===== src/rtl/mod997_pkg.sv =====
// mod997_pkg: shared constants, FSM state type and per-chunk LUT constant
// helper for the mod-997 datapath. Residues fit in 10 bits, the operand is
// walked in 6-bit chunks and the constant multiplier is 400.
package mod997_pkg;
  localparam int MOD     = 997;
  localparam int RES_W   = 10;
  localparam int CHUNK_W = 6;
  localparam int MULT    = 400;

  typedef enum logic [1:0] {IDLE, RUN, DONE} state_t;

  // Index width for a chunk counter; never collapses to zero bits.
  function automatic int idx_w(input int n);
    return (n > 1) ? $clog2(n) : 1;
  endfunction

  // K_i = (2^(CHUNK_W*i) * MULT) mod MOD, built by repeated *64 mod MOD so
  // no intermediate ever overflows 32 bits.
  function automatic logic [RES_W-1:0] chunk_k(input int i);
    int k;
    k = MULT % MOD;
    for (int j = 0; j < i; j++) k = (k * (1 << CHUNK_W)) % MOD;
    return RES_W'(k);
  endfunction
endpackage


===== src/rtl/mod997_chunk_seq_if.sv =====
// mod997_chunk_seq_if: operand/result handshakes plus the shared LUT port.
//   master : operand source, result consumer and LUT bank (drives in_*,
//            out_ready, lut_data)
//   slave  : the chunk sequencer
interface mod997_chunk_seq_if #(parameter int N_CHUNK = 4);
  import mod997_pkg::*;
  localparam int IDX_W = idx_w(N_CHUNK);

  logic                         in_valid;
  logic                         in_ready;
  logic [CHUNK_W*N_CHUNK-1:0]   in_data;
  logic [IDX_W-1:0]             lut_idx;
  logic [CHUNK_W-1:0]           lut_chunk;
  logic [RES_W-1:0]             lut_data;
  logic                         out_valid;
  logic                         out_ready;
  logic [RES_W-1:0]             out_data;
  logic                         lut_err;

  modport master (
    output in_valid, in_data, out_ready, lut_data,
    input  in_ready, lut_idx, lut_chunk, out_valid, out_data, lut_err
  );
  modport slave (
    input  in_valid, in_data, out_ready, lut_data,
    output in_ready, lut_idx, lut_chunk, out_valid, out_data, lut_err
  );
endinterface


===== src/rtl/mod997_add.sv =====
// mod997_add: combinational modulo-997 adder.
//   a, b : addends (normally < 997)
//   y    : (a + b) mod 997 using a single conditional subtract; with
//          out-of-range inputs the result is just the truncated value.
module mod997_add
  import mod997_pkg::*;
(
  input  logic [RES_W-1:0] a,
  input  logic [RES_W-1:0] b,
  output logic [RES_W-1:0] y
);
  localparam logic [RES_W:0] M = (RES_W+1)'(MOD);

  logic [RES_W:0] s;

  assign s = {1'b0, a} + {1'b0, b};
  assign y = (s >= M) ? RES_W'(s - M) : RES_W'(s);
endmodule


===== src/rtl/mod997_chunk_seq.sv =====
// mod997_chunk_seq: computes (X * 400) mod 997 by presenting one 6-bit chunk
// of X per cycle to an external residue LUT and accumulating the returned
// residues with mod997_add.
//   clk, rst : clock, synchronous active-high reset
//   bus      : slave side of mod997_chunk_seq_if
//              in_valid/in_ready/in_data    operand handshake
//              lut_idx/lut_chunk/lut_data   shared LUT port (same-cycle data)
//              out_valid/out_ready/out_data result handshake
//              lut_err                      sticky out-of-range LUT flag
module mod997_chunk_seq
  import mod997_pkg::*;
#(
  parameter int N_CHUNK = 4
) (
  input  logic clk,
  input  logic rst,
  mod997_chunk_seq_if.slave bus
);
  localparam int               IDX_W = idx_w(N_CHUNK);
  localparam logic [IDX_W-1:0] LAST  = IDX_W'(N_CHUNK - 1);

  state_t                           state;
  logic [N_CHUNK-1:0][CHUNK_W-1:0]  op;
  logic [IDX_W-1:0]                 cnt;
  logic [RES_W-1:0]                 acc;
  logic [RES_W-1:0]                 sum;
  logic                             in_ready_q;
  logic                             out_valid_q;
  logic [RES_W-1:0]                 out_data_q;
  logic                             lut_err_q;

  mod997_add u_add (.a(acc), .b(bus.lut_data), .y(sum));

  always_ff @(posedge clk) begin
    if (rst) begin
      state       <= IDLE;
      op          <= '0;
      cnt         <= '0;
      acc         <= '0;
      in_ready_q  <= 1'b1;
      out_valid_q <= 1'b0;
      out_data_q  <= '0;
      lut_err_q   <= 1'b0;
    end else begin
      case (state)
        IDLE: if (bus.in_valid) begin
          op         <= bus.in_data;
          cnt        <= '0;
          acc        <= '0;
          in_ready_q <= 1'b0;
          state      <= RUN;
        end
        RUN: begin
          acc <= sum;
          cnt <= cnt + 1'b1;
          if (bus.lut_data >= RES_W'(MOD)) lut_err_q <= 1'b1;
          // Last chunk: the final sum goes straight to the output register
          // so out_data equals acc for the whole DONE stay.
          if (cnt == LAST) begin
            out_valid_q <= 1'b1;
            out_data_q  <= sum;
            state       <= DONE;
          end
        end
        DONE: if (bus.out_ready) begin
          out_valid_q <= 1'b0;
          in_ready_q  <= 1'b1;
          state       <= IDLE;
        end
        default: state <= IDLE;
      endcase
    end
  end

  assign bus.in_ready  = in_ready_q;
  assign bus.out_valid = out_valid_q;
  assign bus.out_data  = out_data_q;
  assign bus.lut_err   = lut_err_q;
  // LUT port is decoded from registered state so it settles early in RUN.
  assign bus.lut_idx   = (state == RUN) ? cnt     : '0;
  assign bus.lut_chunk = (state == RUN) ? op[cnt] : '0;
endmodule


===== src/flat_wrapper.sv =====
// flat-port wrapper written by rule: the top's interface ports become plain ports
module mod997_chunk_seq_flat import mod997_pkg::*;
#(
  parameter int N_CHUNK = 4
)
  (clk, rst, bus_in_valid, bus_in_data, bus_out_ready, bus_lut_data, bus_in_ready, bus_lut_idx, bus_lut_chunk, bus_out_valid, bus_out_data, bus_lut_err);
  mod997_chunk_seq_if #(.N_CHUNK(N_CHUNK)) bus_i ();
  input  logic clk;
  input  logic rst;
  input wire logic [$bits(bus_i.in_valid)-1:0] bus_in_valid;
  input wire logic [$bits(bus_i.in_data)-1:0] bus_in_data;
  input wire logic [$bits(bus_i.out_ready)-1:0] bus_out_ready;
  input wire logic [$bits(bus_i.lut_data)-1:0] bus_lut_data;
  output wire logic [$bits(bus_i.in_ready)-1:0] bus_in_ready;
  output wire logic [$bits(bus_i.lut_idx)-1:0] bus_lut_idx;
  output wire logic [$bits(bus_i.lut_chunk)-1:0] bus_lut_chunk;
  output wire logic [$bits(bus_i.out_valid)-1:0] bus_out_valid;
  output wire logic [$bits(bus_i.out_data)-1:0] bus_out_data;
  output wire logic [$bits(bus_i.lut_err)-1:0] bus_lut_err;
  assign bus_i.in_valid = bus_in_valid;
  assign bus_i.in_data = bus_in_data;
  assign bus_i.out_ready = bus_out_ready;
  assign bus_i.lut_data = bus_lut_data;
  assign bus_in_ready = bus_i.in_ready;
  assign bus_lut_idx = bus_i.lut_idx;
  assign bus_lut_chunk = bus_i.lut_chunk;
  assign bus_out_valid = bus_i.out_valid;
  assign bus_out_data = bus_i.out_data;
  assign bus_lut_err = bus_i.lut_err;
  mod997_chunk_seq #(.N_CHUNK(N_CHUNK)) u_core (.clk(clk), .rst(rst), .bus(bus_i));
endmodule

===== config.mk =====
export PLATFORM = sky130hd
export DESIGN_NAME = mod997_chunk_seq_flat
export DESIGN_NICKNAME = d
export VERILOG_FILES = /design/src/rtl/mod997_pkg.sv /design/src/rtl/mod997_chunk_seq_if.sv /design/src/rtl/mod997_add.sv /design/src/rtl/mod997_chunk_seq.sv /design/src/flat_wrapper.sv
export SDC_FILE = /design/constraint.sdc
export NUM_CORES = 1
export LEC_CHECK = 0
export CORE_MARGIN = 1.5
export CORE_UTILIZATION = 55
export DETAILED_ROUTE_END_ITERATION = 12
export GPL_ROUTABILITY_DRIVEN = 0
export PLACE_DENSITY_LB_ADDON = 0.15
export SETUP_SLACK_MARGIN = 0.4
export SLEW_MARGIN = 10
export SYNTH_ARGS = -nofsm -noshare
export SYNTH_HDL_FRONTEND = slang
export SYNTH_SLANG_ARGS = --single-unit
export TNS_END_PERCENT = 10

===== constraint.sdc =====
create_clock -name clk -period 5 [get_ports clk]
set_input_delay 1 -clock clk [delete_from_list [all_inputs] [get_ports clk]]
set_output_delay 1 -clock clk [all_outputs]
set_load 0.01 [all_outputs]

==> impl_metrics.csv <==
group,metric,value,unit
status,status,"completed",
sta,finalCriticalPeriod,4.142,ns
finish,final_util,0.7058,
detailed_routing,avgRoutedWirePerCell,14.60,microns
global_routing,grt_first_pass_wirelength,11.02,mm
flow_run,cap_violations,0,
placement,io_buffers,58,
critical_path,cp.arrival,4.31,ns
yosys,synth_area_leaders,"dfxtp_1 35%, nand2_1 8.5%, a21oi_1 8.2%",
cts,ctsHoldBuffers,0,
sta,clock.fmax,241.4,MHz
pwr,leakagePower,1.337,nW
floorplan,die_y,75.78,microns
critical_path,critical-path-top-delay-family,"compound AO/OA/AOI/OAI gates",
yosys,synth_edf_count,0,
finish,area_growth,23.75,%
global_routing,grtUsageMet3,0.05556,
floorplan,dieArea,5742,sq um
cts,insertion_delay,0.31,ns
detailed_routing,via_per_inst,5.714,
sta,setup-tns-final,0,ns
detailed_routing,vias,2697,
yosys,seq_area_frac_synth,0.3505,
sta,relSlewSlack,0.3297,
sta,hold_violations,0,
sta,slew_violations,0,
cts,cts_setup_buffers,0,
global_routing,grt_max_degree,36,
sta,finClkSkew,0.007810,ns
cts,htree_levels,2,
detailed_routing,drtAntennaViolNets,0,
finish,finalNonFillerCells,472,
yosys,async_reset_ff_frac,0,
min_path,holdPathStages,2,
critical_path,cp_cell_sequence,"clkdlybuf4s50_1 > ha_1 > inv_1 > fa_1 > nand2b_1 > a21o_1 > o2bb2ai_1 > xnor2_2 > o2111ai_2 > a2111oi_4 > xnor2_1 > a21oi_1",
critical_path,crit_slowest_cell,"a2111oi_4",
pwr,p_total,0.001036,W
global_routing,busiest_layer,"met2",
yosys,syn_nets,408,
critical_path,critPathRequiredTime,5.17,ns
finish,nFillCells,445,
yosys,synth_area_leader_cell,"dfxtp_1",
global_routing,grt_pass1_vias,2418,
critical_path,cp_max_fo,13,
global_routing,grt_use_met2,0.4164,
global_routing,antenna_found_initial,0,
finish,layout.nets,453,
sta,max_slew.worst_pin.slew,1.005,ns
floorplan,design.portCount,59,
yosys,syn_area_per_cell,8.182,sq um
pwr,power.density,287.4,nW/um^2
detailed_routing,drc,0,
min_path,hold_path.startpoint,"u_core.op[14]",
min_path,worstHoldPathType,"reg -> reg",
placement,place_inst,464,
min_path,hold_end,"u_core.op[14]",
sta,setup_viol,0,
placement,dp_hpwl,5.029,mm
yosys,ys_ff_latch,51,
detailed_routing,wirelength,6.889,mm
critical_path,r2r-end,"u_core.bus.out_data[8]",
global_routing,use_met1,0.3227,
cts,cts_root_buf,"clkbuf_8",
yosys,synthFlopType,"dfxtp_1",
critical_path,max_stage_delay,0.55,ns
floorplan,start_util,0.5703,
global_routing,overflow,0,
finish,diodes,0,
cts,cts_tree,"done",
cts,cts_buffers,5,
cts,cts.sinks,51,
sta,grt_setup_unrepaired,"false",
detailed_routing,drt_first_pass_iters,4,
critical_path,startpoint_type,"input port",
pwr,ir_drop,161.4,uV
floorplan,die-width,75.78,microns
yosys,ys_types,53,
finish,drive_gt1_frac,0.06716,
global_routing,track_usage,0.2502,
yosys,syn_inst,356,
floorplan,core,5107,sq um
cts,clock_path_buffers,2,
yosys,syn-cell-area,2913,sq um
cts,cts_resized,0,
floorplan,num_rows,26,
sta,fin_crit_sh,0.8285,
critical_path,r2r_setup_slack,1.68,ns
critical_path,critPathBufInv,2,
critical_path,r2r-start,"u_core.acc[0]",
detailed_routing,drt_iter0_markers,161,
yosys,ys_warn_count,0,
yosys,synth.top_cell.area_share,0.3505,
cts,clk_pin_slew,0.10,ns
critical_path,ff2ff_path_depth,11,
critical_path,path_class,"in -> reg",
critical_path,end_kind,"flop",
[cell usage after synthesis (all sizes together) (2+ instances only)]
cell type	number
o211ai	3
nand3	13
inv	11
and3	4
o21ai	14
o21a	6
a21oi	48
or2	2
a32oi	2
and2	3
a21o	2
mux4	6
xor2	5
a31oi	2
a311oi	2
xnor2	11
ha	13
clkbuf	20
nor2	21
buf	2
a211oi	8
a41o	2
dfxtp	51
o2111ai	2
nor2b	7
mux2i	3
nor3	3
nand2b	5
nand2	66
o221ai	2
a21boi	2
nand4	2
[through the flow]
stage,hold WS [ns],worst slack (ns),cell area (sq um)
detailed placement,0.4450,0.5586,3508
floorplan,0.4331,1.522,2913
CTS,0.4591,0.8770,3605
finish,0.4580,0.8577,3605
global placement,0.4392,0.6694,3508
global route,0.4787,0.5586,3605
[state kept, by name (all words and copies together) (netlist names)]
signal and cells:
u_core.op 24, u_core.acc 10, u_core.bus.out_data 10, u_core.cnt 2
u_core.state 2, u_core.bus.in_ready 1, u_core.bus.lut_err 1, u_core.bus.out_valid 1
[layout make-up]
type | count | area, sq um | share of cell area
Clock buffer | 6 | 82.58 | 0.02291
Clock inverter | 2 | 13.76 | 0.003818
Multi-Input combinational cell | 272 | 1763 | 0.4891
Sequential cell | 51 | 1021 | 0.2832
Timing Repair Buffer | 60 | 595.6 | 0.1652
Inverter | 11 | 41.29 | 0.01145
Tap cell | 70 | 87.58 | 0.02430
[cells in the final DEF, fill, tap and decap left out, drive strengths merged, types with 4 or more instances in the layout]
cell	synthesis	final
xor2	5	5
dfxtp	51	51
nand2b	5	5
nor2	21	21
xnor2	11	11
clkbuf	20	6
o21a	6	6
ha	13	13
nand3	13	13
inv	11	12
a21oi	48	48
a211oi	8	8
and3	4	4
clkdlybuf4s50	0	58
mux4	6	6
o21ai	14	14
nor2b	7	7
nand2	66	66
[how the worst max path moves through the flow]
stage	to	slack (ns)	cells after the start	from
3_3_place_gp	u_core.bus.out_data[8]	0.67	12	bus_lut_data[0]
2_1_floorplan	u_core.acc[5]	1.52	12	bus_lut_data[0]
6_report	u_core.bus.out_data[8]	0.86	12	bus_lut_data[0]
3_5_place_dp	u_core.bus.out_data[8]	0.56	12	bus_lut_data[0]
4_1_cts	u_core.bus.out_data[8]	0.88	12	bus_lut_data[0]
5_1_grt	u_core.bus.out_data[8]	0.56	12	bus_lut_data[0]
[where the power goes]
part           switching (W)  internal [W]  total [W]
sequential         0.0000177      0.000430   0.000448
combinational       0.000190      0.000146   0.000336
clock               0.000139      0.000113   0.000252
total               0.000346      0.000690    0.00104
[cell families after synthesis]
family                     Yosys count  share of synthesized area
adders and majority gates           14                    0.06272
DFF                                 51                     0.3505
and+or+nand+nor                    130                     0.1993
xor gates and xnor gates            16                    0.05069
muxes                               10                    0.06057
AOI/OAI and AO/OA                  102                     0.2320
buffers and inverters               33                    0.04424
[routing by layer]
metal | vias up | wire (microns)
li1 | 1340 | -
met1 | 1259 | 2963
met2 | 84 | 3363
met3 | 14 | 446
met4 | 0 | 114
met5 | - | 0
[worst reg2reg max path: stages, from the launching register on]
cell and delay, ns:
dfxtp_1 0.35, ha_1 0.17, inv_1 0.06, fa_1 0.43, nand2b_1 0.21, a21o_1 0.22, o2bb2ai_1 0.19, xnor2_2 0.32
o2111ai_2 0.45, a2111oi_4 0.55, xnor2_1 0.16, a21oi_1 0.08
No activity file was read; power rests on OpenSTA's default activity.
